**config.mk**
```make
export PLATFORM = sky130hd
export DESIGN_NAME = s2p_rx
export DESIGN_NICKNAME = d
export VERILOG_FILES = /design/src/rtl/s2p_pkg.sv /design/src/rtl/s2p_rx_sync_2ff.sv /design/src/rtl/s2p_rx.sv
export SDC_FILE = /design/constraint.sdc
export NUM_CORES = 1
export LEC_CHECK = 0
export CORE_ASPECT_RATIO = 0.9
export CORE_UTILIZATION = 30
export DETAILED_ROUTE_END_ITERATION = 12
export MAX_ROUTING_LAYER = met4
export PLACE_DENSITY = 0.6
export SLEW_MARGIN = 10
export SYNTH_ARGS = -nofsm -noshare
export SYNTH_HDL_FRONTEND = slang
export SYNTH_SLANG_ARGS = --single-unit
```
**constraint.sdc**
```tcl
create_clock -name clk -period 2.2 [get_ports clk]
set_input_delay 0.44 -clock clk [delete_from_list [all_inputs] [get_ports clk]]
set_output_delay 0.44 -clock clk [all_outputs]
set_load 0.005 [all_outputs]
```
**src/rtl/s2p_pkg.sv**
```systemverilog
// Shared definitions for the s2p_rx serial receiver: FSM encoding, line levels, defaults.
// S2P_PARITY_EN adds the PARITY state between DATA and STOP.
package s2p_pkg;

  localparam int unsigned DEFAULT_OVERSAMPLE = 16;
  localparam int unsigned DEFAULT_DATA_BITS  = 8;

  localparam logic START_BIT = 1'b0;
  localparam logic STOP_BIT  = 1'b1;

`ifdef S2P_PARITY_EN
  typedef enum logic [2:0] {IDLE, START, DATA, PARITY, STOP} state_t;
`else
  typedef enum logic [1:0] {IDLE, START, DATA, STOP} state_t;
`endif

endpackage

```
**src/rtl/s2p_rx_sync_2ff.sv**
```systemverilog
// Two-flop synchronizer for the asynchronous serial line; resets to the idle (high) level.
module sync_2ff (
  input  logic clk,
  input  logic rst,
  input  logic d,
  output logic q
);

  logic meta;

  always_ff @(posedge clk or negedge rst) begin
    if (!rst) begin
      meta <= 1'b1;
      q    <= 1'b1;
    end else begin
      meta <= d;
      q    <= meta;
    end
  end

endmodule

```
**src/rtl/s2p_rx.sv**
```systemverilog
// Oversampling serial receiver: start, DATA_BITS MSB first, stop; one-character holding register.
// Define S2P_PARITY_EN to expect an even-parity bit before the stop bit and expose parity_err.
module s2p_rx
  import s2p_pkg::*;
#(
  parameter int unsigned OVERSAMPLE = DEFAULT_OVERSAMPLE,
  parameter int unsigned DATA_BITS  = DEFAULT_DATA_BITS
) (
  input  logic                 clk,
  input  logic                 rst,
  input  logic                 sample_tick,
  input  logic                 serial_in,
  input  logic                 rx_ack,
  output logic [DATA_BITS-1:0] data_out,
  output logic                 rx_valid,
  output logic                 framing_err,
`ifdef S2P_PARITY_EN
  output logic                 parity_err,
`endif
  output logic                 overrun_err
);

  localparam int unsigned CW = $clog2(OVERSAMPLE);
  localparam int unsigned BW = (DATA_BITS > 1) ? $clog2(DATA_BITS) : 1;
  localparam logic [CW-1:0] HALF_LAST = CW'(OVERSAMPLE / 2 - 1);
  localparam logic [CW-1:0] FULL_LAST = CW'(OVERSAMPLE - 1);
  localparam logic [BW-1:0] BIT_LAST  = BW'(DATA_BITS - 1);

  state_t                 state, state_n;
  logic [CW-1:0]          cnt;
  logic [BW-1:0]          bit_idx;
  logic [DATA_BITS-1:0]   shreg;
  logic                   line, line_prev;
  logic                   cnt_clr, cnt_inc, bit_clr, take_bit, take_stop;
  logic                   char_ok, load;

  sync_2ff u_sync (
    .clk (clk),
    .rst (rst),
    .d   (serial_in),
    .q   (line)
  );

`ifdef S2P_PARITY_EN
  logic take_par, par_bit;
  assign char_ok = ((^shreg) == par_bit);
`else
  assign char_ok = 1'b1;
`endif

  assign load = take_stop && (line == STOP_BIT) && char_ok && (!rx_valid || rx_ack);

  always_ff @(posedge clk or negedge rst) begin
    if (!rst) state <= IDLE;
    else      state <= state_n;
  end

  always_comb begin
    state_n   = state;
    cnt_clr   = 1'b0;
    cnt_inc   = 1'b0;
    bit_clr   = 1'b0;
    take_bit  = 1'b0;
    take_stop = 1'b0;
`ifdef S2P_PARITY_EN
    take_par  = 1'b0;
`endif
    unique case (state)
      IDLE: begin
        // A line still low after a frame (break) re-arms once it has stayed low a full bit time.
        if (line_prev == STOP_BIT && line == START_BIT) begin
          state_n = START;
          cnt_clr = 1'b1;
          bit_clr = 1'b1;
        end else if (line == STOP_BIT) begin
          cnt_clr = 1'b1;
        end else if (sample_tick) begin
          if (cnt == FULL_LAST) begin
            state_n = START;
            cnt_clr = 1'b1;
            bit_clr = 1'b1;
          end else begin
            cnt_inc = 1'b1;
          end
        end
      end
      START: begin
        if (sample_tick) begin
          if (cnt == HALF_LAST) begin
            cnt_clr = 1'b1;
            if (line == START_BIT) state_n = DATA;
            else                   state_n = IDLE;
          end else begin
            cnt_inc = 1'b1;
          end
        end
      end
      DATA: begin
        if (sample_tick) begin
          if (cnt == FULL_LAST) begin
            take_bit = 1'b1;
            cnt_clr  = 1'b1;
            if (bit_idx == BIT_LAST) begin
`ifdef S2P_PARITY_EN
              state_n = PARITY;
`else
              state_n = STOP;
`endif
            end
          end else begin
            cnt_inc = 1'b1;
          end
        end
      end
`ifdef S2P_PARITY_EN
      PARITY: begin
        if (sample_tick) begin
          if (cnt == FULL_LAST) begin
            take_par = 1'b1;
            cnt_clr  = 1'b1;
            state_n  = STOP;
          end else begin
            cnt_inc = 1'b1;
          end
        end
      end
`endif
      STOP: begin
        if (sample_tick) begin
          if (cnt == FULL_LAST) begin
            take_stop = 1'b1;
            cnt_clr   = 1'b1;
            state_n   = IDLE;
          end else begin
            cnt_inc = 1'b1;
          end
        end
      end
      default: state_n = IDLE;
    endcase
  end

  always_ff @(posedge clk or negedge rst) begin
    if (!rst) begin
      cnt         <= '0;
      bit_idx     <= '0;
      shreg       <= '0;
      line_prev   <= STOP_BIT;
      data_out    <= '0;
      rx_valid    <= 1'b0;
      framing_err <= 1'b0;
      overrun_err <= 1'b0;
`ifdef S2P_PARITY_EN
      parity_err  <= 1'b0;
      par_bit     <= 1'b0;
`endif
    end else begin
      line_prev   <= line;
      framing_err <= 1'b0;
      overrun_err <= 1'b0;
`ifdef S2P_PARITY_EN
      parity_err  <= 1'b0;
      if (take_par) par_bit <= line;
      if (take_stop && line == STOP_BIT && !char_ok) parity_err <= 1'b1;
`endif
      if (cnt_clr)      cnt <= '0;
      else if (cnt_inc) cnt <= cnt + 1'b1;

      if (bit_clr)       bit_idx <= '0;
      else if (take_bit) bit_idx <= bit_idx + 1'b1;

      if (take_bit) shreg <= (shreg << 1) | DATA_BITS'(line);

      if (take_stop && line != STOP_BIT) framing_err <= 1'b1;
      if (take_stop && line == STOP_BIT && char_ok && !load) overrun_err <= 1'b1;

      if (load) begin
        data_out <= shreg;
        rx_valid <= 1'b1;
      end else if (rx_ack) begin
        rx_valid <= 1'b0;
      end
    end
  end

endmodule

```
# Word-level counts from Yosys, hierarchy flattened
# Cells that the tools add are included.
word_totals:
  regBits: 31
  word_cells: 85
classes:
  addsub: 2
  n_mux: 40
  n_reduce_logical: 14
  eq_ne: 16
  bitwise_logic: 2
op_table:
  columns: ["operator", "n"]
  rows:
  - ["2-bit two-way mux", 12]
  - ["1-bit two-way mux", 21]
  - ["2-bit inequality test (second input constant)", 7]
  - ["10-bit AND reduction", 1]
  - ["3-bit inequality test (second input constant)", 3]
  - ["4-bit two-way mux", 2]
  - ["8-bit by 1-bit OR with 8-bit output", 1]
  - ["2-bit one-hot mux with 4 select lines", 1]
  - ["3-bit two-way mux", 2]
  - ["1-bit one-hot mux with 3 select lines", 2]
  - ["2-bit nonzero test", 3]
  - ["1-bit logical AND", 5]
  - ["4-bit by 1-bit adder with 4-bit output (second input constant)", 1]
  - ["2-bit == test (second input constant)", 2]
  - ["4-bit by 3-bit == test with 1-bit output (second input constant)", 1]
  - ["4-bit == test (second input constant)", 1]
  - ["3-bit by 1-bit adder with 3-bit output (second input constant)", 1]
  - ["3-bit == test (second input constant)", 1]
  - ["2-bit by 1-bit == test with 1-bit output (second input constant)", 1]
  - ["1-bit logical NOT", 2]
  - ["2-bit logical NOT", 1]
  - ["2-bit OR reduction", 1]
  - ["1-bit logical OR", 1]
  - ["1-bit inverter", 1]

# Longest topological paths before layout
# Gate-level depths: netlist of the first run.
depth:
  depth_word: 9
  ltp_mapped: 6
  depth_no_buf: 5

# Cells and area by module
# A second synthesis of the first run with hierarchy kept.
hier_totals:
  hier_cells: 111
  hier_area_um2: 1418.9
by_module_without_submodules:
  columns: ["mod", "cells_per_inst", "area_per_inst_um2", "instances"]
  rows:
  - ["s2p_rx", 109, 1366.3, 1]
  - ["sync_2ff", 2, 52.6, 1]

# Worst setup path after synthesis of the first run
# Ideal clock, no wire load.
synth_timing:
  kind: "register to register"
  from: "reg cnt[0]"
  to: "reg data_out[0]"
  synth_period_minus_slack_ns: 1.609
  setup_time_ns: 0.125
  stages_incl_launch_ff: 7
  arrival_ns: 1.484
  slack_ns: 0.591
  required_time_ns: 2.075
  cell_sequence: "dfrtp_1 -> ha_1 -> and4_4 -> nand4_4 -> nor2b_4 -> buf_12 -> mux2_4"
synth_via:
  elab_chain_cells: 6
synth_rtl:
  columns: ["element", "line_no", "source"]
  rows:
  - ["start: declaration", "s2p_rx.sv:30", "logic [CW-1:0] cnt;"]
  - ["start signal: assignment", "s2p_rx.sv:167", "else if (cnt_inc) cnt <= cnt + 1'b1;"]
  - ["4-bit == test", "s2p_rx.sv:130", "if (cnt == FULL_LAST) begin"]
  - ["1-bit two-way mux", "s2p_rx.sv:130", null]
  - ["1-bit two-way mux", "s2p_rx.sv:129", "if (sample_tick) begin"]
  - ["1-bit two-way mux", "s2p_rx.sv:68", "unique case (state)"]
  - ["1-bit logical AND (2 in a row)", "s2p_rx.sv:51", "assign load = take_stop && (line == STOP_BIT) && char_ok && (!rx_valid || rx_ack);"]
  - ["end signal: assignment", "s2p_rx.sv:178", "data_out <= shreg;"]
  - ["end: declaration", "s2p_rx.sv:14", "output logic [DATA_BITS-1:0] data_out,"]
# Every way passes these cells.
# A chain may end at the register's enable or synchronous reset.

# Final worst setup path of the first run
layout_timing:
  from: "in sample_tick"
  to: "reg data_out[2]"
layout_via:
  elab_chain_cells: 4
layout_rtl:
  columns: ["element", "line_no", "source"]
  rows:
  - ["start: declaration", "s2p_rx.sv:11", "input logic sample_tick,"]
  - ["1-bit two-way mux", "s2p_rx.sv:129", null]
  - ["1-bit two-way mux", "s2p_rx.sv:68", null]
  - ["1-bit logical AND (2 in a row)", "s2p_rx.sv:51", null]
# Every way passes these cells.

==> results of run 1 <==
## per-layer routing
| metal | GRT usage | vias up |
|---|---|---|
| li1 | - | 403 |
| met1 | 0.1212 | 401 |
| met2 | 0.1545 | 12 |
| met3 | 0.02421 | 5 |
| met4 | 0.07311 | 0 |
| met5 | - | - |
## path summary, 6_finish.rpt
path / from / end / slack [ns]
worst max-delay path: sample_tick / data_out[2] / 0.33
worst min-delay path: u_sync.meta / u_sync.q / 0.35
worst max register to register: cnt[0] / data_out[2] / 0.41
worst min register to register: u_sync.meta / u_sync.q / 0.35
max in group asynchronous: rst / u_sync.q / 1.33
min in group asynchronous: rst / data_out[7] / 0.55
## metrics by stage
step	util	instances	hold slack [ns]
global route	0.3821	187	0.3626
floorplan	-	105	0.1444
global placement	0.3559	179	0.3454
detailed placement	0.3559	179	0.3473
finish	0.3821	187	0.3546
CTS	0.3821	187	0.3566
## power breakdown
group	switching, mW	internal, mW	total [mW]	leakage (nW)
logic	0.103	0.0997	0.203	0.312
registers	0.0888	0.624	0.712	0.411
clock network	0.201	0.366	0.566	0.0612
total	0.393	1.09	1.48	0.785
## layout make-up
type,instances,area [sq um],area share
sequential,31,779.5,0.4544
inverter,4,15.01,0.008753
timing repair buffer,18,172.7,0.1007
clock inverter,2,35.03,0.02042
clock buffer,6,82.58,0.04814
tap,62,77.57,0.04522
multi-input combinational,64,553.0,0.3224
## worst reg2reg max path: stages (launching register included)
cell     delay (ns)
dfrtp_1        0.38
ha_1           0.25
and4_4         0.27
nand4_4        0.12
nor2b_4        0.32
mux2_4         0.34
## cell usage in the layout, fill, tap and decap left out, types with 3 or more instances in the layout
master | Yosys | routed
ha_1 | 3 | 3
dfrtp_1 | 28 | 28
inv_1 | 4 | 4
clkbuf_8 | 0 | 6
nor2_1 | 9 | 9
clkdlybuf4s50_1 | 0 | 15
xnor2_1 | 3 | 3
mux2_4 | 8 | 8
nand2b_1 | 3 | 3
mux2_2 | 8 | 8
buf_4 | 3 | 3
o21ai_0 | 3 | 3
dfstp_2 | 3 | 3
## cell families after synthesis
logic type      synth area share
flops                     0.5518
simple gates              0.1284
mux                       0.1630
compound gates           0.04872
buf+inv                  0.05668
xor+xnor                 0.02481
fa+ha+maj                0.02658
## flip-flops by register name (all words and copies together), names as in the netlist, named ones only
register	cells
bit_idx	3
cnt	4
data_out	8
framing_err	1
line_prev	1
overrun_err	1
rx_valid	1
shreg	8
state	1
u_sync.meta	1
u_sync.q	1
==> summary.txt, run 1 <==
I/O pins - 16
Antenna diodes - 0
Top-count cell post-synth - dfrtp_1
Via density per instance - 4.390
Antenna violations before repair - 0
Pwr per Cell Area - 863.9 nW/um^2
Met3 wire len - 66 microns
Relative max-transition margin - 0.6465
Sequential-to-total area share from yosys stat - 0.5518
Crit-path cells - clkdlybuf4s50_1 -> and4_4 -> nand4_4 -> nor2b_4 -> mux2_4
Synth top area cells - dfrtp_1 (50%), mux2_4 (8.5%), mux2_2 (6.4%)
Num CTS Buffers - 5
Clk buf depth - 2
Lkg Pwr - 0.7851 nW
Global-route wire length before repair - 3670 microns
R2R depth - 5
Gpl congestion - 0.8374
Period utilization - 0.8511
Fin worst setup slack - 0.3275 ns
Top delay family on crit path - simple AND/OR/NAND/NOR gates
Slowest stage delay, CP - 0.54 ns
Syn_area_per_cell - 13.45 sq um
WP data arrival - 2.03 ns
Post-layout nets - 132
Vias in the first global route - 838
DP Worst Slack - 0.03864 ns
Worst Max-Slew Pin Slew - 0.5255 ns
Crit path depth - 5
WL met1 - 1025 microns
Core ar. - 4489 sq um
Distinct cells, synth - 32
Crit. End Element - register
Mapped Area - 1413 sq um
P&R area growth vs syn - 21.44%
Metal2 WL - 991 microns
Die H - 67.10 microns
Highest routed metal layer - met4
Design area - 1715 sq um
GR Util All Layers - 0.1029
Ys Warns - 0
Drt total wl - 2139 microns
ANT nets after route - 0
Buf/Inv on CP - 1
Worst path slowest cell - clkdlybuf4s50_1
Syn Inst Count - 105
Initial core utilization - 0.3147
Final worst path period need - 1.873 ns
Final setup fails - 0
Grt ovf - 0
Hold Path Class - register to register
RSZ-0062 raised after global routing - no
Placed Area - 1598 sq um
Fin. Hold Viols - 0
Total power - 1.482 mW
Setup total negative slack - 0 ns
First DRT Iteration DRCs - 37
Die area - 4988 sq um
Top-area cell type share of the netlist area - 0.4960
Top_reg_cell synth - dfrtp_1
Clk_skew - 0.003576 ns
Clk_lat worst skew - 0.27 ns
Slew Limit Fails - 0
Status - completed
Hpwl dp - 1481 microns
Post-synth net total - 113
Critical path class - primary input to register
Via count - 821
CTS tree - done
# hold bufs at CTS - 0
Clk root buf - clkbuf_8
Critical Path Source Type - primary input
FILL cells - 429
Clock Sinks - 31
Layout cell share with drive strength beyond 1 - 0.2880
Initial DRT Pass Iterations - 3
Worst VDD drop - 0.2646 mV
Commonest cells post-synth - dfrtp_1 (28), nor2_1 (9), mux2_2 (8), mux2_4 (8), inv_1 (4)
Die width - 74.33 microns
Largest area contributor in the netlist - dfrtp_1
Clock-pin slew on the worst setup and hold paths - 0.06 ns
Post-CTS setup buffer count - 0
Hold Crit Depth - 0
F_max - 0.5340 GHz
CTS H-tree lvls - 2
Post-CTS sizing - 0
Number of synthesized register bits - 31
Post-route DRC violation count - 0
CP Max Fanout - 8
Largest net degree at the start of global routing - 32
FFs w/ async S/R, synth - 1.000
Number of flops mapped to enable cells by yosys - 0
Port bufs - 15
# Max-Cap Violations - 0
Critical Path RT - 2.36 ns
# rows - 23
Wire per inst - 11.44 microns
Note: power is estimated with default switching activity, not from simulation.
==> run 2: changes to the inputs <==
--- a/config.mk
+++ b/config.mk
@@ -9,7 +9,7 @@
 export CORE_UTILIZATION = 30
 export DETAILED_ROUTE_END_ITERATION = 12
 export MAX_ROUTING_LAYER = met4
-export PLACE_DENSITY = 0.6
+export PLACE_DENSITY_LB_ADDON = 0.25
 export SLEW_MARGIN = 10
 export SYNTH_ARGS = -nofsm -noshare
 export SYNTH_HDL_FRONTEND = slang
==> run 2 against run 1 <==
Clock skew grew 0.0025 ns. Via count is 1.3% lower. Hold slack improved by 0.0035 ns. Worst setup slack improved by 0.020 ns. Global-route usage is 0.57 points higher. First-iteration DRC count is 78% higher. Sequential power about the same. Critical endpoint is now data_out[4]. Cell area increased by 0.44%. Sequential cell count did not move. Highest routed layer unchanged.
==> summary.txt, run 2 (synthesis results as in run 1) <==
Status - completed (unchanged)
Worst Max-Slew Pin Slew - 0.3692 ns (was 0.5255 ns)
Hpwl dp - 1527 microns (was 1481 microns)
CTS H-tree lvls - 2 (unchanged)
Wire per inst - 11.99 microns (was 11.44 microns)
Comb pwr share - 0.139 (was 0.137)
Global-route wire length before repair - 3677 microns (was 3670 microns)
Worst path slowest cell - clkdlybuf4s50_1 (unchanged)
R2R Path Start - cnt[0] (unchanged)
Most common cell after layout, fill and taps aside - dfrtp_1 (unchanged)
Clk pwr share - 0.386 (was 0.382)
P&R area growth vs syn - 21.97% (was 21.44%)
Reg-to-reg critical path endpoint - data_out[4] (was data_out[2])
# rows - 23 (unchanged)
Top delay family on crit path - simple AND/OR/NAND/NOR gates (unchanged)
Die H - 67.10 microns (unchanged)
Clk root buf - clkbuf_8 (unchanged)
Post-route DRC violation count - 0 (unchanged)
Grt ovf - 0 (unchanged)
FILL cells - 436 (was 429)
Relative max-transition margin - 0.7513 (was 0.6465)
P_int - 1.091 mW (was 1.089 mW)
Critical Path RT - 2.37 ns (was 2.36 ns)
Buf/Inv on CP - 1 (unchanged)
Initial core utilization - 0.3147 (unchanged)
Period utilization - 0.8421 (was 0.8511)
Hold Path End - u_sync.q (unchanged)
RSZ-0062 raised after global routing - no (unchanged)
Final worst path period need - 1.853 ns (was 1.873 ns)
Sw Share - 0.2715 (was 0.2650)
Antenna violations before repair - 0 (unchanged)
WP data arrival - 2.02 ns (was 2.03 ns)
CTS tree - done (unchanged)
Vias in the first global route - 795 (was 838)
Critical path class - primary input to register (unchanged)
Via count - 810 (was 821)
ANT nets after route - 0 (unchanged)
Clock Sinks - 31 (unchanged)
Antenna diodes - 0 (unchanged)
Setup total negative slack - 0 ns (unchanged)
Gpl congestion - 0.7871 (was 0.8374)
Layout Cells excl Fill - 188 (was 187)
Critical Path Source Type - primary input (unchanged)
Post-layout nets - 133 (was 132)
Commonest non-fill, non-tap cells in the layout - dfrtp_1 (28), clkdlybuf4s50_1 (15), nor2_1 (9) (unchanged)
Fin. Hold Viols - 0 (unchanged)
Cell count after placement - 180 (was 179)
First DRT Iteration DRCs - 66 (was 37)
Sw power - 406.4 uW (was 392.7 uW)
Reg2Reg Setup Slack - 0.39 ns (was 0.41 ns)
Core ar. - 4489 sq um (unchanged)
Die width - 74.33 microns (unchanged)
Clock-pin slew on the worst setup and hold paths - 0.06 ns (about the same)
Hold Path Class - register to register (unchanged)
Crit-path cells - clkdlybuf4s50_1 -> and4_4 -> nand4_4 -> nor2b_4 -> mux2_4 (unchanged)
Port bufs - 15 (unchanged)
Worst setup path startpoint - sample_tick (unchanged)
Drt total wl - 2255 microns (was 2139 microns)
Post-CTS setup buffer count - 0 (unchanged)
Clk_lat worst skew - 0.29 ns (was 0.27 ns)
Clk buf depth - 2 (unchanged)
Worst VDD drop - 0.2498 mV (was 0.2646 mV)
Slowest stage delay, CP - 0.53 ns (was 0.54 ns)
F_max - 0.5398 GHz (was 0.5340 GHz)
I/O pins - 16 (unchanged)
Largest net degree at the start of global routing - 32 (unchanged)
# Max-Cap Violations - 0 (unchanged)
# hold bufs at CTS - 0 (unchanged)
Hold Crit Depth - 0 (unchanged)
Crit. End Element - register (unchanged)
Post-CTS sizing - 0 (unchanged)
Final setup fails - 0 (unchanged)
Initial DRT Pass Iterations - 4 (was 3)
Num CTS Buffers - 5 (unchanged)
Clk_skew - 0.006099 ns (was 0.003576 ns)
Layout cell share with drive strength beyond 1 - 0.2937 (was 0.2880)
Via density per instance - 4.309 (was 4.390)
R2R depth - 5 (unchanged)
CP Max Fanout - 8 (unchanged)
Die area - 4988 sq um (unchanged)
Lkg Pwr - 0.7906 nW (was 0.7851 nW)
Slew Limit Fails - 0 (unchanged)
Hold Path Origin - u_sync.meta (unchanged)
Pwr per Cell Area - 868.9 nW/um^2 (was 863.9 nW/um^2)
Regs by FF count - data_out: 8 flops, shreg: 8 flops, cnt: 4 flops (unchanged)
Sequential power share - 0.475 (was 0.481)
GR Util All Layers - 0.1087 (was 0.1029)
## run 2: cell count changes in the layout (fill, tap and decap cells not counted), sizes merged
cell / change
buf: +1
## run 2: metal layers
metal	vias up	global-route usage	wire length [microns]
met5	-	-	0
met4	0	0.06368	57
met3	6	0.05598	113
met2	14	0.1432	991
met1	386	0.1309	1093
li1	404	-	-
## run 2: power by group through the flow
stage,clock [mW],combinational (mW),sequential [mW]
2_1_floorplan,0,0.213,0.677
4_1_cts,0.595,0.211,0.712
6_report,0.578,0.208,0.711
5_1_grt,0.618,0.240,0.722
3_5_place_dp,0,0.209,0.722
3_3_place_gp,0,0.199,0.719
## run 2: how the worst max path moves through the flow
stage                             end  slack (ns)  cells after the start
after CTS                 data_out[2]        0.35                      5
final                     data_out[4]        0.35                      5
after floorplan           data_out[0]        0.59                      6
after global routing      data_out[2]        0.29                      5
after global placement    data_out[0]        0.06                      5
after detailed placement  data_out[0]        0.05                      5
## run 2: layout make-up
class,instances,area [sq um],share of cell area
Clock buffer,6,82.58,0.04793
Timing Repair Buffer,19,180.2,0.1046
Multi-Input combinational cell,64,553.0,0.3210
Inverter,4,15.01,0.008715
Tap cell,62,77.57,0.04503
Clock inverter,2,35.03,0.02033
Sequential cell,31,779.5,0.4524
## run 2: stage by stage
| step | worst slack, ns | cell area (sq um) | hold slack [ns] | total power [mW] | utilization |
|---|---|---|---|---|---|
| 5_1_grt | 0.2937 | 1723 | 0.3619 | 1.580 | 0.3838 |
| 6_report | 0.3473 | 1723 | 0.3582 | 1.497 | 0.3838 |
| 2_1_floorplan | 0.5913 | 1413 | 0.1444 | 0.8899 | - |
| 4_1_cts | 0.3459 | 1723 | 0.3603 | 1.518 | 0.3838 |
| 3_3_place_gp | 0.05985 | 1605 | 0.3455 | 0.9180 | 0.3576 |
| 3_5_place_dp | 0.04670 | 1605 | 0.3513 | 0.9314 | 0.3576 |
